===== config.mk =====
export PLATFORM = sky130hd
export DESIGN_NAME = pc_fetch_ctrl
export DESIGN_NICKNAME = d
export VERILOG_FILES = /design/src/rtl/pc_pkg.sv /design/src/rtl/pc_stall_counter.sv /design/src/rtl/pc_fetch_ctrl.sv
export SDC_FILE = /design/constraint.sdc
export NUM_CORES = 1
export LEC_CHECK = 0
export ABC_CLOCK_PERIOD_IN_PS = 2800
export BUFFER_PORTS_ARGS = -buffer_cell sky130_fd_sc_hd__buf_2
export CAP_MARGIN = 20
export CORE_MARGIN = 2
export CORE_UTILIZATION = 50
export CTS_BUF_LIST = sky130_fd_sc_hd__clkbuf_8
export DETAILED_ROUTE_END_ITERATION = 8
export GPL_TIMING_DRIVEN = 0
export MAX_ROUTING_LAYER = met4
export PLACE_DENSITY = 0.86
export SETUP_SLACK_MARGIN = 0.4
export SLEW_MARGIN = 20
export SYNTH_ARGS = -nofsm -noshare
export SYNTH_HDL_FRONTEND = slang
export SYNTH_SLANG_ARGS = --single-unit

===== constraint.sdc =====
create_clock -name clk -period 2.8 [get_ports clk]
set_input_delay 0.28 -clock clk [delete_from_list [all_inputs] [get_ports clk]]
set_output_delay 0.28 -clock clk [all_outputs]
set_load 0.005 [all_outputs]

===== src/rtl/pc_pkg.sv =====
// Shared definitions for the PC fetch controller.
// State encodings and the redirect bubble counter width.
package pc_pkg;

  typedef enum logic [1:0] {
    S_BOOT     = 2'd0,
    S_FETCH    = 2'd1,
    S_STALL    = 2'd2,
    S_REDIRECT = 2'd3
  } pc_state_t;

  localparam int BUB_W = 4;

endpackage


===== src/rtl/pc_stall_counter.sv =====
// Saturating 32-bit cycle counter for stall/redirect cycles.
// Only instantiated when PC_STALL_COUNT_EN is defined.
module pc_stall_counter (
  input  logic        clk,
  input  logic        rst,
  input  logic        i_en,
  output logic [31:0] o_count
);

  logic [31:0] r_count;

  // count enabled cycles, hold at all-ones
  always_ff @(posedge clk or posedge rst) begin
    if (rst) begin
      r_count <= '0;
    end else if (i_en && (r_count != 32'hFFFF_FFFF)) begin
      r_count <= r_count + 32'd1;
    end
  end

  assign o_count = r_count;

endmodule


===== src/rtl/pc_fetch_ctrl.sv =====
// PC register and fetch sequencer: stalls, redirects, imem handshake.
// Optional macro PC_STALL_COUNT_EN adds the stall_cycles counter output.
module pc_fetch_ctrl
  import pc_pkg::*;
#(
  parameter int                 ADDR_W           = 32,
  parameter logic [ADDR_W-1:0]  RESET_PC         = '0,
  parameter int                 REDIRECT_BUBBLES = 1
) (
  input  logic              clk,
  input  logic              rst,
  input  logic [ADDR_W-1:0] PCNow,
  input  logic              stall,
  input  logic              branch_taken,
  input  logic [ADDR_W-1:0] branch_target,
  input  logic              imem_ready,
  output logic [ADDR_W-1:0] PCOut,
  output logic              imem_req,
  output logic              fetch_valid,
  output logic [ADDR_W-1:0] fetch_pc,
  output logic [1:0]        fsm_state
`ifdef PC_STALL_COUNT_EN
  ,
  output logic [31:0]       stall_cycles
`endif
);

  localparam logic [BUB_W-1:0] BUBS = BUB_W'(REDIRECT_BUBBLES);

  pc_state_t        r_state;
  logic [BUB_W-1:0] r_bub;
  logic             w_accept;
  logic             w_branch;

  // request only in FETCH when neither stall nor redirect wins
  always_comb begin
    imem_req = (r_state == S_FETCH) & ~stall & ~branch_taken;
  end

  assign w_accept  = imem_req & imem_ready;
  assign w_branch  = branch_taken & (r_state != S_BOOT);
  assign fsm_state = r_state;

  // sequencer: redirect beats stall beats accept
  always_ff @(posedge clk or posedge rst) begin
    if (rst) begin
      r_state     <= S_BOOT;
      r_bub       <= '0;
      PCOut       <= RESET_PC;
      fetch_pc    <= RESET_PC;
      fetch_valid <= 1'b0;
    end else begin
      fetch_valid <= 1'b0;
      if (w_branch) begin
        PCOut   <= branch_target;
        r_bub   <= BUBS;
        r_state <= S_REDIRECT;
      end else begin
        unique case (r_state)
          S_BOOT: begin
            r_state <= S_FETCH;
          end
          S_FETCH: begin
            if (stall) begin
              r_state <= S_STALL;
            end else if (w_accept) begin
              fetch_pc    <= PCOut;
              PCOut       <= PCNow;
              fetch_valid <= 1'b1;
            end
          end
          S_STALL: begin
            if (!stall) r_state <= S_FETCH;
          end
          S_REDIRECT: begin
            if (r_bub <= 4'd1) begin
              r_bub   <= '0;
              r_state <= S_FETCH;
            end else begin
              r_bub <= r_bub - 1'b1;
            end
          end
          default: r_state <= S_BOOT;
        endcase
      end
    end
  end

`ifdef PC_STALL_COUNT_EN
  logic w_cnt_en;
  assign w_cnt_en = (r_state == S_STALL) | (r_state == S_REDIRECT);

  pc_stall_counter u_cnt (
    .clk     (clk),
    .rst     (rst),
    .i_en    (w_cnt_en),
    .o_count (stall_cycles)
  );
`endif

endmodule

Word level (Yosys, flattened, before mapping)

Index checks and enable logic that the tools add are counted.
W data, S select, Z words.

Register bits: 71
Input bits: 69
Word-level logic and storage cells: 45

Add/subtract/negate cells: 1
$lt $le $gt $ge: 1
Equality and inequality tests: 7
Multiplexer cells: 16
Bitwise operators: 7
Reductions and logical operators: 8

Operators with widths:

| kind                  | number |
|---|---|
| $mux W32              | 4 |
| $mux W4               | 3 |
| $ne A3 B3 Y1 const B  | 3 |
| $mux W2               | 4 |
| $pmux W2 S4           | 1 |
| $reduce_bool A2 Y1    | 4 |
| $reduce_and A3 Y1     | 2 |
| $and A1 B1 Y1         | 4 |
| $eq A2 B2 Y1 const B  | 2 |
| $le A4 B1 Y1 const B  | 1 |
| $mux W1               | 4 |
| $reduce_and A4 Y1     | 1 |
| $sub A4 B1 Y4 const B | 1 |
| $not A1 Y1            | 3 |
| $eq A2 B1 Y1 const B  | 1 |
| $logic_not A2 Y1      | 1 |
| $ne A2 B1 Y1 const B  | 1 |

Longest topological paths before layout

Gate-level depths: netlist of run 1.

Word-level depth: 8
Depth in mapped cells: 5
Mapped depth without buffers: 5

Worst setup path before layout of run 1

No wires, ideal clock.

Kind: register to register
Start: reg r_state[0], in the netlist fsm_state[0]
End: reg PCOut[0]
Library setup time: 0.125 ns
Arrival: 1.593 ns
Slack: 1.082 ns
Stages on the path, launching flop included: 6
Buffers on the path: 2
Cells stage by stage: dfrtp_1 -> buf_2 -> o21ai_2 -> buf_2 -> mux2_2 -> mux2_2

Word-level cells in the longest chain between the ends: 6
Elaborated cells on any way between the ends: 11
Those cells by class: eq/ne (2); mux (1); bitwise (4); reduce/logical (4)

RTL lines:

| item                                | RTL line                                 | RTL |
|---|---|---|
| start, declared                     | pc_fetch_ctrl.sv:30                      | `pc_state_t r_state;` |
| start signal, assigned              | pc_fetch_ctrl.sv:47                      | `r_state <= S_BOOT;` |
| start signal, assigned              | pc_fetch_ctrl.sv:57                      | `r_state <= S_REDIRECT;` |
| start signal, assigned              | pc_fetch_ctrl.sv:61                      | `r_state <= S_FETCH;` |
| $eq A2 B1 Y1                        | pc_fetch_ctrl.sv:37, pc_fetch_ctrl.sv:59 |  |
| $and A1 B1 Y1 (2 in series)         | pc_fetch_ctrl.sv:37                      | `imem_req = (r_state == S_FETCH) & ~stall & ~branch_taken;` |
| $and A1 B1 Y1                       | pc_fetch_ctrl.sv:40                      | `assign w_accept = imem_req & imem_ready;` |
| $reduce_bool A2 Y1 (no source line) | --                                       |  |
| $reduce_and A3 Y1 (no source line)  | --                                       |  |
| end signal, assigned                | pc_fetch_ctrl.sv:55                      | `PCOut <= branch_target;` |
| end signal, assigned                | pc_fetch_ctrl.sv:68                      | `PCOut <= PCNow;` |
| end, declared                       | pc_fetch_ctrl.sv:17                      | `output logic [ADDR_W-1:0] PCOut,` |

Several ways; a longest one is shown, not always the timed one.
A chain may end at the register's enable or synchronous reset.

Final worst setup path of run 1

Start: reg r_state[0], in the netlist fsm_state[0]
End: reg PCOut[19]

The elaborated chain is that of the path after synthesis.

==> impl_metrics.tcl, run 1 <==
set metrics [dict create \
    status "complete, no violations" \
    mostFrequentLayoutCell "buf_2" \
    die_y_um 85.4 \
    nNetsFinal 438 \
    leakagePower_nw 2.23 \
    start_util 0.518 \
    fin_area_mm2 0.00435 \
    numClockSinks 71 \
    std_cell_rows 29 \
    finalCriticalPeriod_ps 1940 \
    area_growth_pct 31.3 \
    ys.flop_type "dfrtp_1" \
    ios 137 \
    slowest_stage "dfrtp_1" \
    syn_avg_cell_area_um2 15.1 \
    portBuffers 135 \
    rsz0062_at_grt "no" \
    fin_crit_sh 0.694 \
    top_usage_layer "met2" \
    crit_path_max_fanout 10 \
    grt_max_degree 40 \
    path_cells "buf_2 > o21ai_2 > buf_2 > mux2_2 > mux2_2" \
    dieArea_mm2 0.00729 \
    synth-seq-area-share 0.537 \
    grtUsageMet1 0.247 \
    holdWs_ps 229 \
    cts_max_level 3 \
    layout_common_cells "buf_2 (142), dfrtp_1 (71), mux2_2 (67)" \
    ys_async_sr_fraction 1.00 \
    drive_gt1_frac 0.709 \
    ys_warn_count 0 \
    grt_pass1_vias 2459 \
    vias 2298 \
    placed_cell_area_mm2 0.00411 \
    path_class "flop to flop" \
    slew_headroom 0.711 \
    wire_per_inst_um 16.1 \
    cts_tree "done" \
    grt_util_met3 0.0438 \
    grt_first_pass_wirelength_mm 11.6 \
    grtUsageTotal 0.211 \
    cp.required_ps 3010 \
    die_x_um 85.4 \
    max_stage_delay_ps 380 \
    syn_nets 290 \
    ant_nets 0 \
    hold_viol 0 \
    drtIter0Drc 37 \
    path_clk_slew_ps 70 \
    syn_inst 219 \
    clk_path_buf_depth 2 \
    gr-total-overflow 0 \
    critPathLaunchType "flop" \
    drc_errors 0 \
    tightestPinTransition_ps 434 \
    post_cts_resized 0 \
    synth_cell_types 28 \
    p_per_area_mw_per_mm2 897 \
    drv_slew 0 \
    grtUsageMet2 0.357 \
    finalClockSkew_ps 8.93 \
    drt-total-wl_mm 7.23 \
    root_buffer "clkbuf_8" \
    peakVddDrop_v 0.000589 \
    antenna_found_initial 0 \
    critPathCaptureType "flop" \
    place_hpwl_mm 5.39 \
    worst_skew_pair.late_latency_ps 330 \
    synth_area_mm2 0.00331 \
    max_freq_ghz 0.515 \
    drv_cap 0 \
    antenna_cells 0 \
    hp-class "primary input to flop" \
    cts_buffers 9 \
    ys_ff_latch 71 \
    cts_setup_buffers 0 \
    critical-path-top-delay-family "multiplexers" \
    vias_per_cell 5.13 \
    synth_edf_count 0 \
    setup_violations 0 \
    fillerInstances 479 \
    critPathBufInv 2 \
    fp.coreArea_mm2 0.00639 \
    place.gp.congestion 0.792 \
    cp.arrival_ps 2160 \
    drt_first_pass_iters 4 \
]
==> metal layers <==
metal | vias up | part of all wire
met1 | 1114 | 0.43
met5 | - | 0
met4 | 0 | 0.020
met2 | 91 | 0.49
li1 | 1082 | -
met3 | 11 | 0.059
==> repair_timing <==
action / CTS / global route
hold buffers: 1 / 0
endpoints found under the hold margin: 32 / 0
setup endpoints to repair: 0 / 0
==> power breakdown <==
part | switching (mW) | internal (mW)
Combinational | 0.500 | 0.811
Clock | 0.367 | 0.569
Sequential | 0.245 | 1.40
==> cell type report <==
class,count,area (um2),share of cell area
Timing Repair Buffer,137,706,0.162
Buffer,12,83.8,0.0193
Clock buffer,12,165,0.0380
Clock inverter,3,65.1,0.0150
Inverter,6,25.0,0.00576
Tap cell,77,96.3,0.0222
Multi-Input combinational cell,130,1430,0.329
Sequential cell,71,1780,0.409
==> cell families (layout without fill, tap and decap cells) <==
kind of cell / Yosys count / count (layout) / synth area share
compound gates: 16 / 16 / 0.0333
fa+ha+maj: 2 / 2 / 0.00756
flops: 71 / 71 / 0.537
buf+inv: 18 / 170 / 0.0321
simple gates: 15 / 15 / 0.0283
mux: 96 / 96 / 0.359
xor+xnor: 1 / 1 / 0.00265
==> worst paths after layout <==
check | from | endpoint | slack [ps] | cells past startpoint
max | fsm_state[0] | PCOut[19] | 860 | 5
min | stall | fsm_state[0] | 230 | 2
max reg2reg | fsm_state[0] | PCOut[19] | 860 | 5
min reg2reg | fetch_pc[3] | fetch_pc[3] | 510 | 1
max in group asynchronous | rst | r_bub[2] | 1720 | 4
min in group asynchronous | rst | fetch_pc[14] | 530 | 3
==> state kept, by name, indices dropped and copies added, names as in the netlist <==
signal / cells
fetch_valid: 1
fetch_pc: 32
PCOut: 32
r_bub: 4
fsm_state: 2
==> per-stage QoR <==
stage | TNS [ps] | worst slack [ps] | utilization | total power [mW] | std cells
floorplan | 0 | 723 | - | 2.42 | 219
global placement | -7390 | -107 | 0.639 | 2.92 | 431
detailed placement | 0 | 856 | 0.643 | 2.99 | 432
CTS | 0 | 842 | 0.680 | 3.93 | 448
global route | 0 | 747 | 0.680 | 4.12 | 448
finish | 0 | 858 | 0.680 | 3.90 | 448
==> synthesized netlist by cell type, types with 2 or more instances <==
library cell	instances	area (um2)
ha_1	2	25.0
mux2_4	29	435
nor2_1	4	15.0
mux2_2	67	754
o2111ai_1	2	17.5
inv_1	6	22.5
nand2_1	2	7.51
nand3_1	2	10.0
buf_2	7	35.0
o211ai_1	2	15.0
a21oi_1	3	15.0
o21ai_0	4	20.0
dfrtp_1	71	1780
buf_6	4	45.0
(Power assumes the default switching activity.)
==> run 2: changes to the inputs <==
--- a/config.mk
+++ b/config.mk
@@ -5,16 +5,16 @@
 export SDC_FILE = /design/constraint.sdc
 export NUM_CORES = 1
 export LEC_CHECK = 0
-export ABC_CLOCK_PERIOD_IN_PS = 2800
+export ABC_CLOCK_PERIOD_IN_PS = 1700
 export BUFFER_PORTS_ARGS = -buffer_cell sky130_fd_sc_hd__buf_2
 export CAP_MARGIN = 20
 export CORE_MARGIN = 2
-export CORE_UTILIZATION = 50
+export CORE_UTILIZATION = 45
 export CTS_BUF_LIST = sky130_fd_sc_hd__clkbuf_8
 export DETAILED_ROUTE_END_ITERATION = 8
 export GPL_TIMING_DRIVEN = 0
 export MAX_ROUTING_LAYER = met4
-export PLACE_DENSITY = 0.86
+export PLACE_DENSITY = 0.82
 export SETUP_SLACK_MARGIN = 0.4
 export SLEW_MARGIN = 20
 export SYNTH_ARGS = -nofsm -noshare
==> constraint.sdc (replaced) <==
create_clock -name clk -period 1.7 [get_ports clk]
set_input_delay 0.17 -clock clk [delete_from_list [all_inputs] [get_ports clk]]
set_output_delay 0.17 -clock clk [all_outputs]
set_load 0.005 [all_outputs]
==> run 2 against run 1 <==
Against the previous run:
- the flow now finishes with violations (negative setup slack)
- first-iteration DRC count grew 59%
- register-to-register slack lost 870 ps
- sequential power grew 67%
- highest routed layer unchanged
- clock power grew 49%
- cell count grew 8.9%
- maximum frequency grew 14%
- combinational power grew 98%
==> impl_metrics.tcl, run 2 (synthesis gave the netlist of run 1 again) <==
set metrics [dict create \
    status "finished with violations" \
    violations "negative setup slack" \
    drive_gt1_frac 0.735 \
    cp.arrival_ps 1920 \
    vias 2435 \
    drv_slew 0 \
    top_regs "PCOut: 32 flops, fetch_pc: 32 flops, r_bub: 4 flops" \
    worst_slack_ps -10.4 \
    path_clk_slew_ps 80 \
    cp.required_ps 1910 \
    antenna_cells 0 \
    ios 137 \
    portBuffers 135 \
    place_hpwl_mm 5.32 \
    fillerInstances 504 \
    ant_nets 0 \
    clk_path_buf_depth 2 \
    cts_buffers 9 \
    path_cells "o21ai_4 > buf_6 > buf_12 > buf_8 > mux2_4 > mux2_4" \
    critPathBufInv 3 \
    max_stage_delay_ps 480 \
    drt_first_pass_iters 4 \
    critical-path-top-delay-family "multiplexers" \
    nNetsFinal 455 \
    slowest_stage "dfrtp_2" \
    fp.coreArea_mm2 0.00718 \
    vias_per_cell 4.99 \
    grt_max_degree 35 \
    grtUsageTotal 0.212 \
    p_per_area_mw_per_mm2 1360 \
    gr-total-overflow 0 \
    dieArea_mm2 0.00806 \
    crit_path_max_fanout 6 \
    std_cell_rows 31 \
    critPathCaptureType "flop" \
    peakVddDrop_v 0.000608 \
    finalCriticalPeriod_ps 1710 \
    finalClockSkew_ps 9.72 \
    area_growth_pct 49.2 \
    start_util 0.461 \
    grt_pass1_vias 2541 \
    layout_common_cells "buf_2 (135), mux2_4 (93), dfrtp_1 (70)" \
    slew_headroom 0.793 \
    wire_per_inst_um 16.8 \
    worst_skew_pair.late_latency_ps 330 \
    rsz0062_at_grt "yes" \
    leakagePower_nw 2.66 \
    mostFrequentLayoutCell "buf_2" \
    crit_top_cell "mux2_4" \
    setup_violations 5 \
    path_class "flop to flop" \
    die_y_um 89.8 \
    critPathLaunchType "flop" \
    max_freq_ghz 0.585 \
    cts_max_level 3 \
    multiInputGateArea_mm2 0.00171 \
    grt_first_pass_wirelength_mm 13.2 \
    cts_tree "done" \
    hp-class "primary input to flop" \
    tightestPinTransition_ps 310 \
    fin_util 0.688 \
    place.gp.congestion 0.738 \
    die_x_um 89.8 \
    drt-total-wl_mm 8.21 \
    drv_cap 0 \
    antenna_found_initial 0 \
    fin_setup_tns_ps -29.2 \
    root_buffer "clkbuf_8" \
    numClockSinks 71 \
    hold_viol 0 \
    fin_crit_sh 1.01 \
    drc_errors 0 \
    ff_latch_area_mm2 0.00178 \
    drtIter0Drc 59 \
]
run 2: per-stage QoR:
stage	hold WS (ps)	total power, mW	setup WS (ps)	area [um2]	instances
2_1_floorplan	261	4.07	48.9	3430	219
3_3_place_gp	437	4.89	-181	4230	453
3_5_place_dp	150	5.01	-216	4270	455
4_1_cts	81.7	6.65	2.81	4830	483
5_1_grt	98.4	7.14	-73.3	4940	488
6_report	110	6.74	-10.4	4940	488
run 2: repair_timing:
item                                    CTS  global route
setup buffers                             9             4
endpoints found under the hold margin     9             0
endpoints found under the setup margin   71            70
gates cloned                              2             1
pin swaps                                 3             3
resized for setup                        65            15
hold buffers                              1             0
run 2: power by group:
| group | total [mW] | switching (mW) | internal (mW) |
|---|---|---|---|
| Clock | 1.39 | 0.586 | 0.806 |
| Sequential | 2.75 | 0.431 | 2.32 |
| Combinational | 2.60 | 0.944 | 1.66 |
run 2: layer usage:
| metal | global-route usage | vias up | part of all wire |
|---|---|---|---|
| met5 | - | - | 0 |
| met4 | 0.0679 | 0 | 0.014 |
| met1 | 0.292 | 1193 | 0.45 |
| li1 | - | 1120 | - |
| met2 | 0.322 | 110 | 0.49 |
| met3 | 0.0377 | 12 | 0.050 |
run 2: cell type report:
| cell class | instances | share of cell area |
|---|---|---|
| clock inverter | 7 | 0.0165 |
| buffer | 12 | 0.0332 |
| timing repair buffer | 154 | 0.189 |
| clock buffer | 9 | 0.0251 |
| inverter | 6 | 0.00532 |
| tap | 99 | 0.0251 |
| multi-input combinational | 130 | 0.345 |
| sequential | 71 | 0.360 |
run 2: path summary, 6_finish.rpt:
kind | cells after the start | start | slack [ps] | endpoint
max in group asynchronous | 4 | rst | 880 | fetch_pc[10]
worst max register to register | 6 | fsm_state[1] | -10 | PCOut[9]
worst max-delay path | 6 | fsm_state[1] | -10 | PCOut[9]
worst min register to register | 1 | fetch_pc[18] | 510 | fetch_pc[18]
min in group asynchronous | 3 | rst | 360 | fetch_pc[22]
worst min-delay path | 2 | stall | 110 | fsm_state[0]
run 2: worst reg2reg max path, delay by kind of cell (launching register included):
family | cells | cell delay [ps]
AOI/OAI and AO/OA | 1 | 200
buffers and inverters | 3 | 350
DFF | 1 | 480
muxes | 2 | 570
